### config.mk
export PLATFORM = sky130hd
export DESIGN_NAME = sorting_ctrl
export DESIGN_NICKNAME = d
export VERILOG_FILES = /design/src/rtl/sorting_ctrl.sv
export SDC_FILE = /design/constraint.sdc
export NUM_CORES = 1
export LEC_CHECK = 0
export CAP_MARGIN = 25
export CORE_MARGIN = 5
export CORE_UTILIZATION = 31
export DETAILED_ROUTE_END_ITERATION = 6
export GPL_TIMING_DRIVEN = 1
export SLEW_MARGIN = 25
export SYNTH_ARGS = -nofsm -noshare
export SYNTH_HDL_FRONTEND = slang
export SYNTH_SLANG_ARGS = --single-unit
### constraint.sdc
create_clock -name clk -period 2.1 [get_ports clk]
set_input_delay 0.315 -clock clk [delete_from_list [all_inputs] [get_ports clk]]
set_output_delay 0.315 -clock clk [all_outputs]
set_load 0.02 [all_outputs]
### src/rtl/sorting_ctrl.sv
// Sequencing controller for the sorter: loads one frame of N words, waits for
// the sorter to settle, snapshots its parallel outputs and replays them as a stream.
module sorting_ctrl #(
    parameter int W        = 32,
    parameter int N        = 16,
    parameter int SORT_LAT = 4
) (
    input  logic           clk,
    input  logic           rst,
    input  logic           start,
    input  logic [W-1:0]   in_data,
    input  logic           in_valid,
    output logic           in_ready,
    output logic           sorter_rst,
    output logic           sorter_en,
    output logic [W-1:0]   sorter_data,
    input  logic [N*W-1:0] sorted_bus,
    output logic [W-1:0]   out_data,
    output logic           out_valid,
    input  logic           out_ready,
    output logic           out_last,
    output logic           busy,
    output logic           done
);
    localparam int CW = (N > 1) ? $clog2(N) : 1;
    localparam int TW = $clog2(SORT_LAT) + 1;
    localparam logic [CW-1:0] LAST_IDX = CW'(N - 1);
    localparam logic [TW-1:0] WT_LAST  = TW'(SORT_LAT - 1);

    typedef enum logic [1:0] {S_IDLE, S_LOAD, S_WAIT, S_DRAIN} state_t;

    state_t         state_q, state_d;
    logic [CW-1:0]  ld_cnt_q, ld_cnt_d;
    logic [CW-1:0]  rd_idx_q, rd_idx_d;
    logic [TW-1:0]  wt_cnt_q, wt_cnt_d;
    logic [N*W-1:0] snap_q, snap_d;
    logic           sorter_rst_q, sorter_rst_d;
    logic           sorter_en_q, sorter_en_d;
    logic [W-1:0]   sorter_data_q, sorter_data_d;
    logic           done_q, done_d;
    logic [W-1:0]   snap_slot [N];
    logic           in_fire;
    logic           out_fire;

    generate
        for (genvar gi = 0; gi < N; gi++) begin : g_slot
            assign snap_slot[gi] = snap_q[gi*W +: W];
        end
    endgenerate

    // Input is held off during the clear cycle so the sorter never sees a word
    // in the same cycle it is being reset.
    assign in_ready    = (state_q == S_LOAD) && !sorter_rst_q;
    assign in_fire     = in_valid && in_ready;
    assign out_valid   = (state_q == S_DRAIN);
    assign out_fire    = out_valid && out_ready;
    assign out_data    = out_valid ? snap_slot[rd_idx_q] : '0;
    assign out_last    = out_valid && (rd_idx_q == LAST_IDX);
    assign busy        = (state_q != S_IDLE);
    assign sorter_rst  = sorter_rst_q;
    assign sorter_en   = sorter_en_q;
    assign sorter_data = sorter_data_q;
    assign done        = done_q;

    always_comb begin
        state_d       = state_q;
        ld_cnt_d      = ld_cnt_q;
        rd_idx_d      = rd_idx_q;
        wt_cnt_d      = wt_cnt_q;
        snap_d        = snap_q;
        sorter_rst_d  = 1'b0;
        sorter_en_d   = 1'b0;
        sorter_data_d = sorter_data_q;
        done_d        = 1'b0;
        unique case (state_q)
            S_IDLE: begin
                if (start) begin
                    state_d      = S_LOAD;
                    sorter_rst_d = 1'b1;
                end
            end
            S_LOAD: begin
                if (in_fire) begin
                    sorter_en_d   = 1'b1;
                    sorter_data_d = in_data;
                    if (ld_cnt_q == LAST_IDX) begin
                        ld_cnt_d = '0;
                        wt_cnt_d = '0;
                        state_d  = S_WAIT;
                    end else begin
                        ld_cnt_d = ld_cnt_q + 1'b1;
                    end
                end
            end
            S_WAIT: begin
                // Snapshot decouples the replay from the sorter being cleared
                // for the following frame.
                if (wt_cnt_q == WT_LAST) begin
                    snap_d   = sorted_bus;
                    rd_idx_d = '0;
                    wt_cnt_d = '0;
                    state_d  = S_DRAIN;
                end else begin
                    wt_cnt_d = wt_cnt_q + 1'b1;
                end
            end
            S_DRAIN: begin
                if (out_fire) begin
                    if (rd_idx_q == LAST_IDX) begin
                        rd_idx_d = '0;
                        done_d   = 1'b1;
                        state_d  = S_IDLE;
                    end else begin
                        rd_idx_d = rd_idx_q + 1'b1;
                    end
                end
            end
            default: state_d = S_IDLE;
        endcase
    end

    always_ff @(posedge clk) begin
        if (!rst) begin
            state_q       <= S_IDLE;
            ld_cnt_q      <= '0;
            rd_idx_q      <= '0;
            wt_cnt_q      <= '0;
            snap_q        <= '0;
            sorter_rst_q  <= 1'b0;
            sorter_en_q   <= 1'b0;
            sorter_data_q <= '0;
            done_q        <= 1'b0;
        end else begin
            state_q       <= state_d;
            ld_cnt_q      <= ld_cnt_d;
            rd_idx_q      <= rd_idx_d;
            wt_cnt_q      <= wt_cnt_d;
            snap_q        <= snap_d;
            sorter_rst_q  <= sorter_rst_d;
            sorter_en_q   <= sorter_en_d;
            sorter_data_q <= sorter_data_d;
            done_q        <= done_d;
        end
    end
endmodule

; ---- After elaboration in Yosys (flattened, before gate mapping)
; Cells that the tools add are included.
[totals]
out_inout_bits = 71
input_bits = 549
reg_bits = 560
word_cells = 66
[classes]
n_eq_ne = 12
magnitude_cmp = 1
bitwise_logic = 1
add_sub_neg = 3
mux = 23
reduce_logical = 17
[ops]
columns = cell, count
row1 = binary-select mux 32 bit (select 4 bit), 1
row2 = two-way mux 32 bit, 3
row3 = two-way mux 4 bit, 4
row4 = two-way mux 2 bit, 6
row5 = two-way mux 3 bit, 3
row6 = AND reduction 3 bit, 3
row7 = "adder 4 x 1 -> 4 bit, second input constant", 2
row8 = "equality test 4 bit, second input constant", 2
row9 = case mux 2 bit (4 select lines), 1
row10 = case mux 4 bit (2 select lines), 1
row11 = AND reduction 2 bit, 4
row12 = "inequality test 2 x 1 -> 1 bit, second input constant", 3
row13 = "inequality test 2 bit, second input constant", 3
row14 = case mux 3 bit (2 select lines), 1
row15 = AND reduction 6 bit, 1
row16 = nonzero test 2 bit, 3
row17 = "greater-or-equal comparator 5 bit, second input constant", 1
row18 = NOT 4 -> 5 bit, 1
row19 = "equality test 2 bit, second input constant", 2
row20 = logical AND 1 bit, 4
row21 = "adder 3 x 1 -> 3 bit, second input constant", 1
row22 = "equality test 3 x 2 -> 1 bit, second input constant", 1
row23 = two-way mux 1 bit, 3
row24 = "equality test 2 x 1 -> 1 bit, second input constant", 1
row25 = 2 further kinds, 2

; ---- Longest topological paths before layout
[depth]
depth_word = 5
mapped_depth = 10
ltp_nobuf = 6

; ---- Least setup slack after synthesis
; OpenSTA, ideal clock, no wires.
[synth_path]
path_kind = flip-flop to output port
start = register state_q[0]
end = output port out_data[21]
t_arrival_ns = 1.781
n_path_buf = 3
t_required_ns = 1.785
setup_slack_ns = 0.004
path_stages_with_launch = 8
path_cell_list = dfxtp_1 ha_1 buf_2 and3_1 clkbuf_1 clkbuf_1 a22oi_1 o21ai_0
[synth_between]
elab_chain_len = 2
[synth_lines]
columns = item, line_no
row1 = "start, declared", 32  ; state_t state_q, state_d;
row2 = "start signal, assigned", 134  ; state_q <= state_d;
row3 = equality test 2 bit, 55  ; assign out_valid = (state_q == S_DRAIN);
row4 = named net out_valid, 19  ; output logic out_valid,
row5 = two-way mux 32 bit, 57  ; assign out_data = out_valid ? snap_slot[rd_idx_q] : '0;
row6 = "end, declared", 18  ; output logic [W-1:0] out_data,
; The timed path passes the listed nets, and every way through them passes these cells.

; ---- Final worst setup path
[layout_path]
start = register rd_idx_q[1]
end = output port out_data[23]
[layout_between]
elab_chain_len = 5
[layout_lines]
columns = item, line_no
row1 = "start, declared", 34  ; logic [CW-1:0] rd_idx_q, rd_idx_d;
row2 = "start signal, assigned", 136  ; rd_idx_q <= rd_idx_d;
row3 = NOT 4 -> 5 bit (not written as such), 57
row4 = binary-select mux 32 bit (select 4 bit), 57
row5 = two-way mux 32 bit (not written as such) (2 in a row), 57
row6 = two-way mux 32 bit, 57
; No other way between the ends. The select of a mux whose other input is x is not followed.

==> results.yml <==
synthesis:
  synth_fp_nets: 3429
  synth_top_area_frac: 0.471
  synth_area_leaders: "dfxtp_1 (47%), nand2_1 (18%), a21oi_1 (12%)"
  synth_area_leader_cell: "dfxtp_1"
  syn_area_mm2: 0.0238
  synth-main-ff-cell: "dfxtp_1"
  ys_types: 46
  ys_warn_count: 0
  synth-edff-count: 0
  async_flop_share: 0
  seq_area_frac_synth: 0.471
  synth.avg_cell_area_um2: 8.29
  synth-seq-cells: 560
  synthCells: 2873
setup_path:
  critical_path.cell_chain: "buf_12, buf_12, buf_12, mux4_2, a22oi_2, o21ai_4, buf_12"
  crit_fanout: 7
  r2r_cells: 9
  r2r_setup_slack_ns: 0.12
  endpoint_kind: "primary output"
  crit_path_top_delay_cell: "mux4_2"
  crit_required_ns: 1.78
  path_common_cell: "buf_12"
  cpPeakStageDelay_ns: 0.54
  critPathArrivalTime_ns: 2.50
  worstSetupPathType: "flop to primary output"
  crit_path_start_kind: "flop"
pwr:
  p_seq_frac: 0.444
  p_leak_nw: 11.5
  clock_power_share: 0.459
  p_per_area_mw_per_mm2: 689
  intPower_mw: 18.7
  comb_power_share: 0.097
  p_sw_mw: 5.58
  power.total_mw: 24.3
  p_sw_frac: 0.230
  ir_drop_v: 0.000633
place:
  place_inst: 4450
  gp_congestion: 0.876
  hpwl_mm: 77.3
  portBuffers: 619
  place_ws_ns: -0.614
cells_and_area:
  nNetsFinal: 4084
  final_common_cell: "nand2_1"
  fill_cells: 7462
  seq_area_mm2: 0.0112
  multiInputGateArea_mm2: 0.0116
  final_cell_mix: "nand2_1 (1119), clkdlybuf4s50_1 (583), dfxtp_1 (557)"
  layout.cells.non_filler: 4616
  drive_above_1_share: 0.147
  synthToLayoutAreaGrowth_pct: 47.8
  utilization: 0.463
grt:
  use_met3: 0.0509
  grt_util_met1: 0.290
  met2_usage: 0.393
  antenna_found_initial: 15
  grt_usage: 0.230
  grt_pass1_wl_mm: 142
  grt_pass1_vias: 22000
  grt_overflow_total: 0
  grt_busiest_layer: "met2"
  grt_max_degree: 93
die:
  die_w_um: 287
  coreArea_mm2: 0.0761
  placementRows: 101
  die_h_um: 287
  die_area_mm2: 0.0825
  io_pins: 620
  initial_core_util: 0.313
timing:
  relSlewSlack: 0.697
  finalMaxSlewViolations: 0
  fin_crit_sh: 1.34
  min_period_ns: 2.82
  timing.fmax_ghz: 0.355
  rsz0062_at_grt: "yes"
  whs_ns: 0.249
  worst_slack_ns: -0.719
  finalHoldViolCount: 0
  worst_pin_slew_ns: 0.455
  finalSetupViolations: 33
  fin_skew_ns: 0.0160
routing:
  drc: 0
  wl_per_cell_um: 21.9
  drt_wl_total_mm: 101
  viasPerCell: 4.90
  postRouteAntennaNets: 0
  vias: 22600
  dr.pass1.iters: 5
  drt_iter0_markers: 1765
run_status:
  status: "complete, but fails checks"
  violations: "negative setup slack"
cts:
  hold_buffers: 0
  cts-buffers-inserted: 61
  cts_buffer_depth: 3
  cts_root_buf: "clkbuf_16"
  clkLatencyLatePin_ns: 0.61
  clk_pin_slew_ns: 0.06
  cts_sinks: 560
  h-tree-depth: 2
  cts_tree: "yes"
hold_path:
  min_path_type: "input port to flop"
  worstHoldPathCells: 3
job:
  cap_violations: 0
[final timing paths]
path / from / to
setup / recovery: rd_idx_q[1]$_SDFFE_PN0P_ / out_data[23]
hold / removal: sorted_bus[289] / snap_q[289]$_SDFFE_PN0P_
setup reg to reg: state_q[0]$_SDFFE_PN0P_ / snap_q[414]$_SDFFE_PN0P_
hold reg to reg: snap_q[392]$_SDFFE_PN0P_ / snap_q[392]$_SDFFE_PN0P_
[flip-flops by register name, summed over array words and instances (netlist names)]
name         flops
snap_q         512
sorter_data     32
ld_cnt_q         4
done             1
state_q          2
rd_idx_q         4
sorter_rst       1
wt_cnt_q         3
sorter_en        1
[critical path: cells and delay by family (launching register included)]
family / cells / cell delay, ns
mux: 1 / 0.54
compound gates: 2 / 0.44
buf+inv: 4 / 0.53
flops: 1 / 0.38
[kinds of logic (layout without fill, tap and decap cells)]
logic type      Yosys count  in the layout  share of synthesized area
flops                   560            560                      0.471
other cells               0             10                          0
compound gates          686            686                      0.155
mux                     200            200                      0.119
xor+xnor                  2              2                   0.000736
simple gates           1168           1169                      0.187
fa+ha+maj                 7              7                    0.00368
buf+inv                 250            952                     0.0636
[power groups by stage]
stage	clock [mW]	combinational [mW]	sequential, mW
after global routing	11.8	2.50	10.8
after detailed placement	0	2.33	11.0
final	11.1	2.36	10.8
after global placement	0	2.32	11.0
after CTS	11.3	2.37	10.8
after floorplan	0	0.611	11.1
[final cells by class]
type | instances | share of cell area
Multi-Input combinational cell | 2064 | 0.330
Sequential cell | 560 | 0.319
Timing Repair Buffer | 832 | 0.254
Clock buffer | 81 | 0.0489
Tap cell | 1030 | 0.0366
Clock inverter | 30 | 0.00999
Inverter | 9 | 0.00117
Antenna cell | 10 | 0.000711
[metal layers]
metal  wire length, um  up-vias  part of all wire
met5                34        -           0.00034
met4              3450        4             0.034
met1             41500    10700              0.41
met3              7260      141             0.072
li1                  -    11000                 -
met2             49000      774              0.48
[what timing repair did]
item	4_1_cts	5_1_grt
endpoints found under the hold margin	0	0
endpoints found under the setup margin	36	312
gates cloned	6	3
setup buffers	16	25
resized for setup	187	50
pin swaps	40	18
[cells in the mapped netlist, types with 2 or more instances]
| cell type | n |
|---|---|
| clkbuf_1 | 95 |
| o21ai_0 | 5 |
| buf_1 | 3 |
| ha_1 | 7 |
| buf_4 | 9 |
| nor3b_1 | 2 |
| dfxtp_1 | 560 |
| buf_2 | 75 |
| a21oi_1 | 550 |
| nand3_1 | 2 |
| nand4_1 | 2 |
| buf_6 | 57 |
| mux4_1 | 8 |
| nor2_1 | 10 |
| nor2b_1 | 2 |
| mux2i_1 | 136 |
| o21ai_1 | 29 |
| a22oi_1 | 95 |
| nand2_1 | 1134 |
| mux4_2 | 56 |
| nand2b_1 | 4 |
| inv_1 | 8 |
[through the flow]
stage	instance area [um^2]	setup TNS [ns]
4_1_cts	34700	-22.15
3_5_place_dp	31900	-11.25
5_1_grt	35200	-22.69
2_1_floorplan	23800	0
6_report	35200	-19.99
3_3_place_gp	31900	-11.05
Note: power is estimated with default switching activity, not from simulation.
